## config.mk

```make
export PLATFORM = sky130hd
export DESIGN_NAME = angle_spi_sampler
export DESIGN_NICKNAME = d
export VERILOG_FILES = /design/src/rtl/angle_spi_sampler.sv
export SDC_FILE = /design/constraint.sdc
export NUM_CORES = 1
export LEC_CHECK = 0
export CAP_MARGIN = 20
export CORE_ASPECT_RATIO = 1.75
export CORE_UTILIZATION = 47
export CTS_CLUSTER_DIAMETER = 120
export CTS_CLUSTER_SIZE = 40
export DETAILED_ROUTE_END_ITERATION = 8
export PLACE_DENSITY = 0.79
export SETUP_SLACK_MARGIN = 0.1
export SYNTH_ARGS = -nofsm -noshare
export SYNTH_HDL_FRONTEND = slang
export SYNTH_SLANG_ARGS = --single-unit
```

## constraint.sdc

```tcl
create_clock -name clock -period 5.25 [get_ports clock]
set_input_delay 1.05 -clock clock [delete_from_list [all_inputs] [get_ports clock]]
set_output_delay 1.05 -clock clock [all_outputs]
set_load 0.03 [all_outputs]
```

## src/rtl/angle_spi_sampler.sv

```systemverilog
// Round-robin SPI (mode 3) poller for N A1339-class angle sensors on a shared bus with per-sensor selects.
// Optional build macro ANGLE_SPI_PARITY_CHECK_EN: odd-parity check on rx[12] plus parity_fail_count_o.
module angle_spi_sampler #(
  parameter int          NUMBER_OF_SENSORS = 6,
  parameter int          CLOCK_SPEED_HZ    = 50_000_000,
  parameter int          SCK_HZ            = 1_000_000,
  parameter int          GAP_CYCLES        = 50,
  parameter logic [15:0] READ_CMD          = 16'h2000
) (
  input  logic                            clock,
  input  logic                            reset,
  input  logic                            enable,
  input  logic                            clear_errors,
  input  logic                            miso,
  output logic                            mosi,
  output logic                            sck,
  output logic [NUMBER_OF_SENSORS-1:0]    ss_n,
  output logic [12*NUMBER_OF_SENSORS-1:0] angle_o,
  output logic [NUMBER_OF_SENSORS-1:0]    angle_valid_o,
  output logic [NUMBER_OF_SENSORS-1:0]    error_o,
  output logic                            busy_o
`ifdef ANGLE_SPI_PARITY_CHECK_EN
  ,
  output logic [15:0]                     parity_fail_count_o
`endif
);

  localparam int HALF    = CLOCK_SPEED_HZ / (2 * SCK_HZ);
  localparam int CNT_MAX = (HALF > GAP_CYCLES) ? HALF : GAP_CYCLES;
  localparam int CW      = $clog2(CNT_MAX + 1);
  localparam int IW      = (NUMBER_OF_SENSORS > 1) ? $clog2(NUMBER_OF_SENSORS) : 1;

  typedef enum logic [2:0] {IDLE, SELECT, SHIFT, DESELECT, RESULT, GAP} state_t;

  state_t                       state;
  logic [CW-1:0]                cnt;
  logic [3:0]                   bit_cnt;
  logic [IW-1:0]                idx;
  logic [NUMBER_OF_SENSORS-1:0] first_frame;
  logic [15:0]                  rx;
  logic                         half_done;
  logic                         sample;
  logic                         frame_bad;

  assign half_done = (cnt == CW'(HALF - 1));
  // miso is captured on the same clock that drives sck high
  assign sample    = (state == SHIFT) && half_done && !sck;

`ifdef ANGLE_SPI_PARITY_CHECK_EN
  logic parity_fail;
  assign parity_fail = ~(^rx);
  assign frame_bad   = rx[15] | parity_fail;
`else
  assign frame_bad   = rx[15];
`endif

  // Receive shift register is pure datapath; a dropped frame never reaches RESULT.
  always_ff @(posedge clock) begin
    if (sample) rx <= {rx[14:0], miso};
  end

  always_ff @(posedge clock or posedge reset) begin
    if (reset) begin
      state         <= IDLE;
      cnt           <= '0;
      bit_cnt       <= '0;
      idx           <= '0;
      first_frame   <= '1;
      ss_n          <= '1;
      sck           <= 1'b1;
      mosi          <= 1'b0;
      angle_o       <= '0;
      angle_valid_o <= '0;
      error_o       <= '0;
      busy_o        <= 1'b0;
`ifdef ANGLE_SPI_PARITY_CHECK_EN
      parity_fail_count_o <= '0;
`endif
    end else begin
      angle_valid_o <= '0;
      // A set in RESULT below overrides this clear for the same bit.
      if (clear_errors) error_o <= '0;

      case (state)
        IDLE: begin
          if (enable) begin
            state     <= SELECT;
            ss_n[idx] <= 1'b0;
            mosi      <= READ_CMD[15];
            cnt       <= '0;
            busy_o    <= 1'b1;
          end
        end

        SELECT: begin
          if (half_done) begin
            state   <= SHIFT;
            cnt     <= '0;
            sck     <= 1'b0;
            bit_cnt <= 4'd15;
          end else begin
            cnt <= cnt + 1'b1;
          end
        end

        SHIFT: begin
          if (half_done) begin
            cnt <= '0;
            if (!sck) begin
              sck <= 1'b1;
            end else if (bit_cnt == 4'd0) begin
              state <= DESELECT;
            end else begin
              sck     <= 1'b0;
              bit_cnt <= bit_cnt - 4'd1;
              mosi    <= READ_CMD[bit_cnt - 4'd1];
            end
          end else begin
            cnt <= cnt + 1'b1;
          end
        end

        DESELECT: begin
          if (half_done) begin
            state <= RESULT;
            cnt   <= '0;
            ss_n  <= '1;
          end else begin
            cnt <= cnt + 1'b1;
          end
        end

        RESULT: begin
          // The first response after reset answers a command we never sent.
          if (first_frame[idx]) begin
            first_frame[idx] <= 1'b0;
          end else begin
`ifdef ANGLE_SPI_PARITY_CHECK_EN
            if (parity_fail && parity_fail_count_o != 16'hFFFF)
              parity_fail_count_o <= parity_fail_count_o + 16'd1;
`endif
            if (frame_bad) begin
              error_o[idx] <= 1'b1;
            end else begin
              angle_o[12*idx +: 12] <= rx[11:0];
              angle_valid_o[idx]    <= 1'b1;
            end
          end
          idx   <= (idx == IW'(NUMBER_OF_SENSORS - 1)) ? '0 : idx + 1'b1;
          mosi  <= 1'b0;
          cnt   <= '0;
          state <= GAP;
        end

        GAP: begin
          if (cnt == CW'(GAP_CYCLES - 1)) begin
            cnt <= '0;
            if (enable) begin
              state     <= SELECT;
              ss_n[idx] <= 1'b0;
              mosi      <= READ_CMD[15];
            end else begin
              state  <= IDLE;
              busy_o <= 1'b0;
            end
          end else begin
            cnt <= cnt + 1'b1;
          end
        end

        default: begin
          state  <= IDLE;
          ss_n   <= '1;
          sck    <= 1'b1;
          busy_o <= 1'b0;
        end
      endcase
    end
  end

endmodule

```

Word level (Yosys, flattened, before mapping)
Memories as Yosys holds them, arrays and structs flattened.
Cells that the tools add are included.
{"block": "word_totals", "regBits": 131, "wordCells": 123, "out_inout_bits": 93, "romBits": 16, "memories": 1, "in_bits": 5}
{"block": "classes", "add_sub_neg": 4, "mul": 1, "n_mux": 51, "magnitude_cmp": 3, "shift": 2, "n_bitwise": 9, "eq_ne": 17, "reduce_logical": 22}
{"name": "(name not given)", "depth": 16, "width": 1, "read_ports": 1, "rd_clocked_by_memory_dff": 0, "write_ports": 0, "line_no": "116", "rtl": "mosi <= READ_CMD[bit_cnt - 4'd1];"}
{"op": "two-way mux 6 bit", "count": 13}
{"op": "bitwise mux 72 bit", "count": 1}
{"op": "variable shift 12 x 34 -> 72 bit, first input constant", "count": 1}
{"op": "variable part select 12 x 34 -> 72 bit", "count": 1}
{"op": "one-hot mux 6 bit (4 select lines)", "count": 2}
{"op": "negation 7 -> 34 bit", "count": 1}
{"op": "two-way mux 3 bit", "count": 8}
{"op": "one-hot mux 3 bit (6 select lines)", "count": 1}
{"op": "two-way mux 1 bit", "count": 16}
{"op": "two-way mux 4 bit", "count": 4}
{"op": "!= test 2 bit, second input constant", "count": 8}
{"op": "AND 6 bit", "count": 2}
{"op": "AND reduction 5 bit", "count": 2}
{"op": "equality test 3 bit, second input constant", "count": 3}
{"op": "AND reduction 3 bit", "count": 3}
{"op": "one-hot mux 4 bit (2 select lines)", "count": 1}
{"op": "nonzero test 4 bit", "count": 2}
{"op": "OR reduction 4 bit", "count": 2}
{"op": "AND reduction 7 bit", "count": 1}
{"op": "adder 6 x 1 -> 6 bit, second input constant", "count": 1}
{"op": "equality test 3 x 2 -> 1 bit, second input constant", "count": 2}
{"op": "equality test 6 x 5 -> 1 bit, second input constant", "count": 1}
{"op": "equality test 6 bit, second input constant", "count": 1}
{"op": "inverter 6 bit", "count": 1}
{"op": "other kinds (22)", "count": 31}

Depth between registers and ports, before layout
{"block": "depth", "word_depth": 9, "ltp_mapped": 15, "ltp_nobuf": 10}

Least setup slack after synthesis
Ideal clock, no wire load.
{"block": "synth_timing", "path_kind": "register -> register", "startpoint": "reg idx[0]", "endpoint": "reg angle_o[4]", "path_stages_with_launch": 14, "required_ps": 5125, "period_less_slack_ps": 3394, "path_buffers": 5, "setup_time_ps": 125, "arrival_time_ps": 3270, "path_slack_ps": 1856, "path_cell_list": "dfrtp_1 > buf_6 > buf_2 > clkbuf_1 > inv_1 > clkbuf_1 > ha_1 > and3b_1 > ha_1 > clkbuf_1 > nor3_1 > nand4_1 > a21oi_1 > mux2_2"}
{"block": "synth_via", "elab_chain_len": 4, "elab_cells_between_ends": 9, "cone_classes": "1 x add/sub; 1 x mul; 2 x shift; 3 x mux; 1 x bitwise; 1 x reduce/logical"}
{"element": "start, declared", "line_no": "38", "rtl": "logic [IW-1:0] idx;"}
{"element": "start signal, assigned", "line_no": "149", "rtl": "idx <= (idx == IW'(NUMBER_OF_SENSORS - 1)) ? '0 : idx + 1'b1;"}
{"element": "multiplier 2 x 3 -> 5 bit or binary-select mux 1 bit (select 3 bit) (tied branches)", "line_no": "145, 135"}
{"element": "negation 7 -> 34 bit or two-way mux 1 bit (tied branches)", "line_no": "145, 135"}
{"element": "variable part select 12 x 34 -> 72 bit, or another cell as far along", "line_no": "145", "rtl": "angle_o[12*idx +: 12] <= rx[11:0];"}
{"element": "bitwise mux 72 bit or AND reduction 3 bit (tied branches)"}
{"element": "end signal, assigned by index", "line_no": "145"}
{"element": "end, declared", "line_no": "18", "rtl": "output logic [12*NUMBER_OF_SENSORS-1:0] angle_o,"}
Parallel ways exist; a longest one is shown, timed or not. The select of a mux whose other input is x is not followed.
A chain may end at the register's enable or synchronous reset.

Worst setup path in the final report
{"block": "layout_timing", "startpoint": "reg idx[2]", "endpoint": "reg angle_o[33]"}
The elaborated chain is that of the path after synthesis.

==> impl_metrics.toml <==
[outcome]
status = "complete, no violations"

[setup_path]
cpMaxStageDelayCell = "ha_1"
worst-path-buf-inv = 0
critPathLaunchType = "register"
max_stage_delay_ns = 0.78
crit_type = "reg2reg"
critPathArrivalTime_ns = 4.66
worstPathMaxFanout = 29
cp_top_family = "adder cells"
end_kind = "register"
path_cells = "fa_1, xnor2_2, and3b_1, ha_1, nor2b_1, nand4_1, mux2_2"
worst_ep_required_time_ns = 5.56

[cts]
numCtsBuffers = 17
clk_latency_ns = 0.43
cts_sinks = 131
ctsHoldBuffers = 0
postCtsSetupBuffers = 0
cts-root-buf = "clkbuf_16"
clock_path_buffers = 2
cts_max_level = 4
cts_tree = "yes"
ctsResizeCount = 0
path_clk_slew_ns = 0.07

[global_route]
track_usage = 0.259
antenna_found_initial = 0
grt_overflow = 0
grt_pass1_vias = 5527
grt_max_degree = 90
grt_pass1_wl_mm = 29.3

[route]
wl_mm = 18.2
drtAntennaViolNets = 0
drc = 0
drtIter0Drc = 427
vias_per_cell = 6.02
num_vias = 5403
wl_per_cell_um = 20.3
drtPass1Iterations = 6

[yosys]
synth_cells = 617
synth.top_cell.area_share = 0.381
synth-warning-count = 0
synthArstFlopShare = 0.878
syn_area_per_cell_um2 = 10.9
synthFlopType = "dfrtp_1"
yosysTopAreaCell = "dfrtp_1"
syn-cell-area_um2 = 6710
yosysSeqAreaShare = 0.503
synth_area_leaders = "dfrtp_1 38%, mux2_2 12%, edfxtp_1 7.2%"
yosys.cell_types.count = 65
ys_ff_latch = 131
syn_nets = 638
synth_edf_count = 16

[run]
drv_cap = 0

[sta]
timing.final.crit_period_ns = 4.34
finalHoldViolCount = 0
setup_viol = 0
max_freq_ghz = 0.230
setup_tns_ns = 0
slew_headroom = 0.407
tightest_slew_ns = 0.885
finalCritPeriodShare = 0.827
setup_ws_ns = 0.909
finalMaxSlewViolations = 0
finClkSkew_ns = 0.0106
rsz0062_at_grt = "false"

[pwr]
power.leakage_nw = 3.56
power_mw = 2.22
ir_worst_vdd_v = 0.000206
power_density_nw_per_um2 = 263

[floorplan]
start_util = 0.482
die_y_um = 160
ioPinCount = 98
core_area_um2 = 13900
num_rows = 57
die_area_um2 = 14800
chipWidth_um = 92.3

[placement]
dp_hpwl_mm = 13.1
dp_slack_ns = 1.09
io_buffers = 97
gp_congestion = 0.993

[min_path]
hold_class = "reg2reg"

[finish]
area_delta_synth_final_pct = 25.5
n_antenna_cell = 0
nNetsFinal = 728
drive_above_1_share = 0.193
==> cell type report <==
type / count / area [um2]
sequential: 131 / 3370
tap: 177 / 221
timing repair buffer: 104 / 1050
fill: 1132 / 5490
multi-input combinational: 429 / 3100
clock inverter: 15 / 155
inverter: 24 / 92.6
clock buffer: 17 / 425
==> routing by layer <==
layer	GRT usage	vias to the layer above	wire length, um
li1	-	2424	-
met1	0.298	2692	6940
met2	0.442	220	9630
met3	0.0538	67	837
met4	0.141	0	805
met5	0	-	0
==> Yosys cell counts (all sizes together), types with 2 or more instances <==
library cell    n
o22ai          12
edfxtp         16
or2             2
nand4b          3
a32o            3
dfstp          13
o32ai           7
nand2b         12
ha             15
a2bb2oi         3
o21a           13
nor2b          13
nor2           42
clkbuf         19
buf            14
nand4          11
o31ai           3
a22oi           8
and3            4
nand2          38
and2            5
a31oi           3
a211o           3
a21o            5
or3             3
mux2           72
nor3b           4
nand3          28
inv            24
nand3b          2
nor3           16
a22o            3
or4b            3
xor2            4
nor4            3
a32oi           5
xnor2           5
o21ai          29
a211oi          3
o32a            2
mux2i           5
a21oi          24
dfrtp         102
==> state kept, by name, indices dropped and copies added, names as in the netlist <==
signal	flops
angle_o	72
rx	16
angle_valid_o	6
cnt	6
error_o	6
first_frame	6
ss_n	6
bit_cnt	4
idx	3
state	3
busy_o	1
mosi	1
sck	1
==> path summary, 6_finish.rpt <==
check	start	depth (start not counted)	slack [ns]	endpoint
min reg2reg	rx[12]$_DFFE_PP_	0	0.43	rx[13]$_DFFE_PP_
max in group asynchronous	reset	3	3.62	first_frame[0]$_DFFE_PP1P_
max	idx[2]$_DFFE_PP0P_	7	0.91	angle_o[33]$_DFFE_PP0P_
min in group asynchronous	reset	2	0.94	angle_o[55]$_DFFE_PP0P_
max reg2reg	idx[2]$_DFFE_PP0P_	7	0.91	angle_o[33]$_DFFE_PP0P_
min	rx[12]$_DFFE_PP_	0	0.43	rx[13]$_DFFE_PP_
==> through the flow <==
| stage | cell area [um2] | util | instances | hold slack, ns |
|---|---|---|---|---|
| 2_1_floorplan | 6710 | - | 617 | 0.400 |
| 5_1_grt | 8420 | 0.605 | 897 | 0.436 |
| 3_3_place_gp | 7800 | 0.561 | 863 | 0.409 |
| 3_5_place_dp | 7800 | 0.561 | 863 | 0.420 |
| 4_1_cts | 8380 | 0.603 | 895 | 0.419 |
| 6_report | 8420 | 0.605 | 897 | 0.425 |
==> report_power, final <==
part | switching, mW | internal (mW) | total [mW] | leakage [nW]
Sequential | 0.000000000000000124 | 1.02 | 1.02 | 1.67
Combinational | 0.0186 | 0.00541 | 0.0240 | 1.61
Clock | 0.533 | 0.636 | 1.17 | 0.285
==> kinds of logic (layout without fill, tap and decap cells) <==
logic type / after synthesis / count (layout) / share of synthesized area
and+or+nand+nor: 194 / 194 / 0.154
AOI/OAI and AO/OA: 132 / 132 / 0.132
DFF: 131 / 131 / 0.503
muxes: 78 / 78 / 0.132
buffers and inverters: 57 / 160 / 0.0349
adders and majority gates: 16 / 16 / 0.0310
xor gates and xnor gates: 9 / 9 / 0.0129
==> cells in the final DEF (no fill, tap or decap), drive strengths merged, types with 8 or more instances in the layout <==
| master | netlist | layout |
|---|---|---|
| nand2b | 12 | 12 |
| nor3 | 16 | 16 |
| clkdlybuf4s50 | 0 | 97 |
| mux2 | 72 | 72 |
| edfxtp | 16 | 16 |
| o22ai | 12 | 12 |
| o21ai | 29 | 29 |
| nand2 | 38 | 38 |
| dfstp | 13 | 13 |
| ha | 15 | 15 |
| inv | 24 | 34 |
| a22oi | 8 | 8 |
| nor2b | 13 | 13 |
| a21oi | 24 | 24 |
| dfrtp | 102 | 102 |
| nand3 | 28 | 28 |
| nor2 | 42 | 42 |
| nand4 | 11 | 11 |
| clkbuf | 19 | 17 |
| o21a | 13 | 13 |
Note: power is estimated with default switching activity, not from simulation.
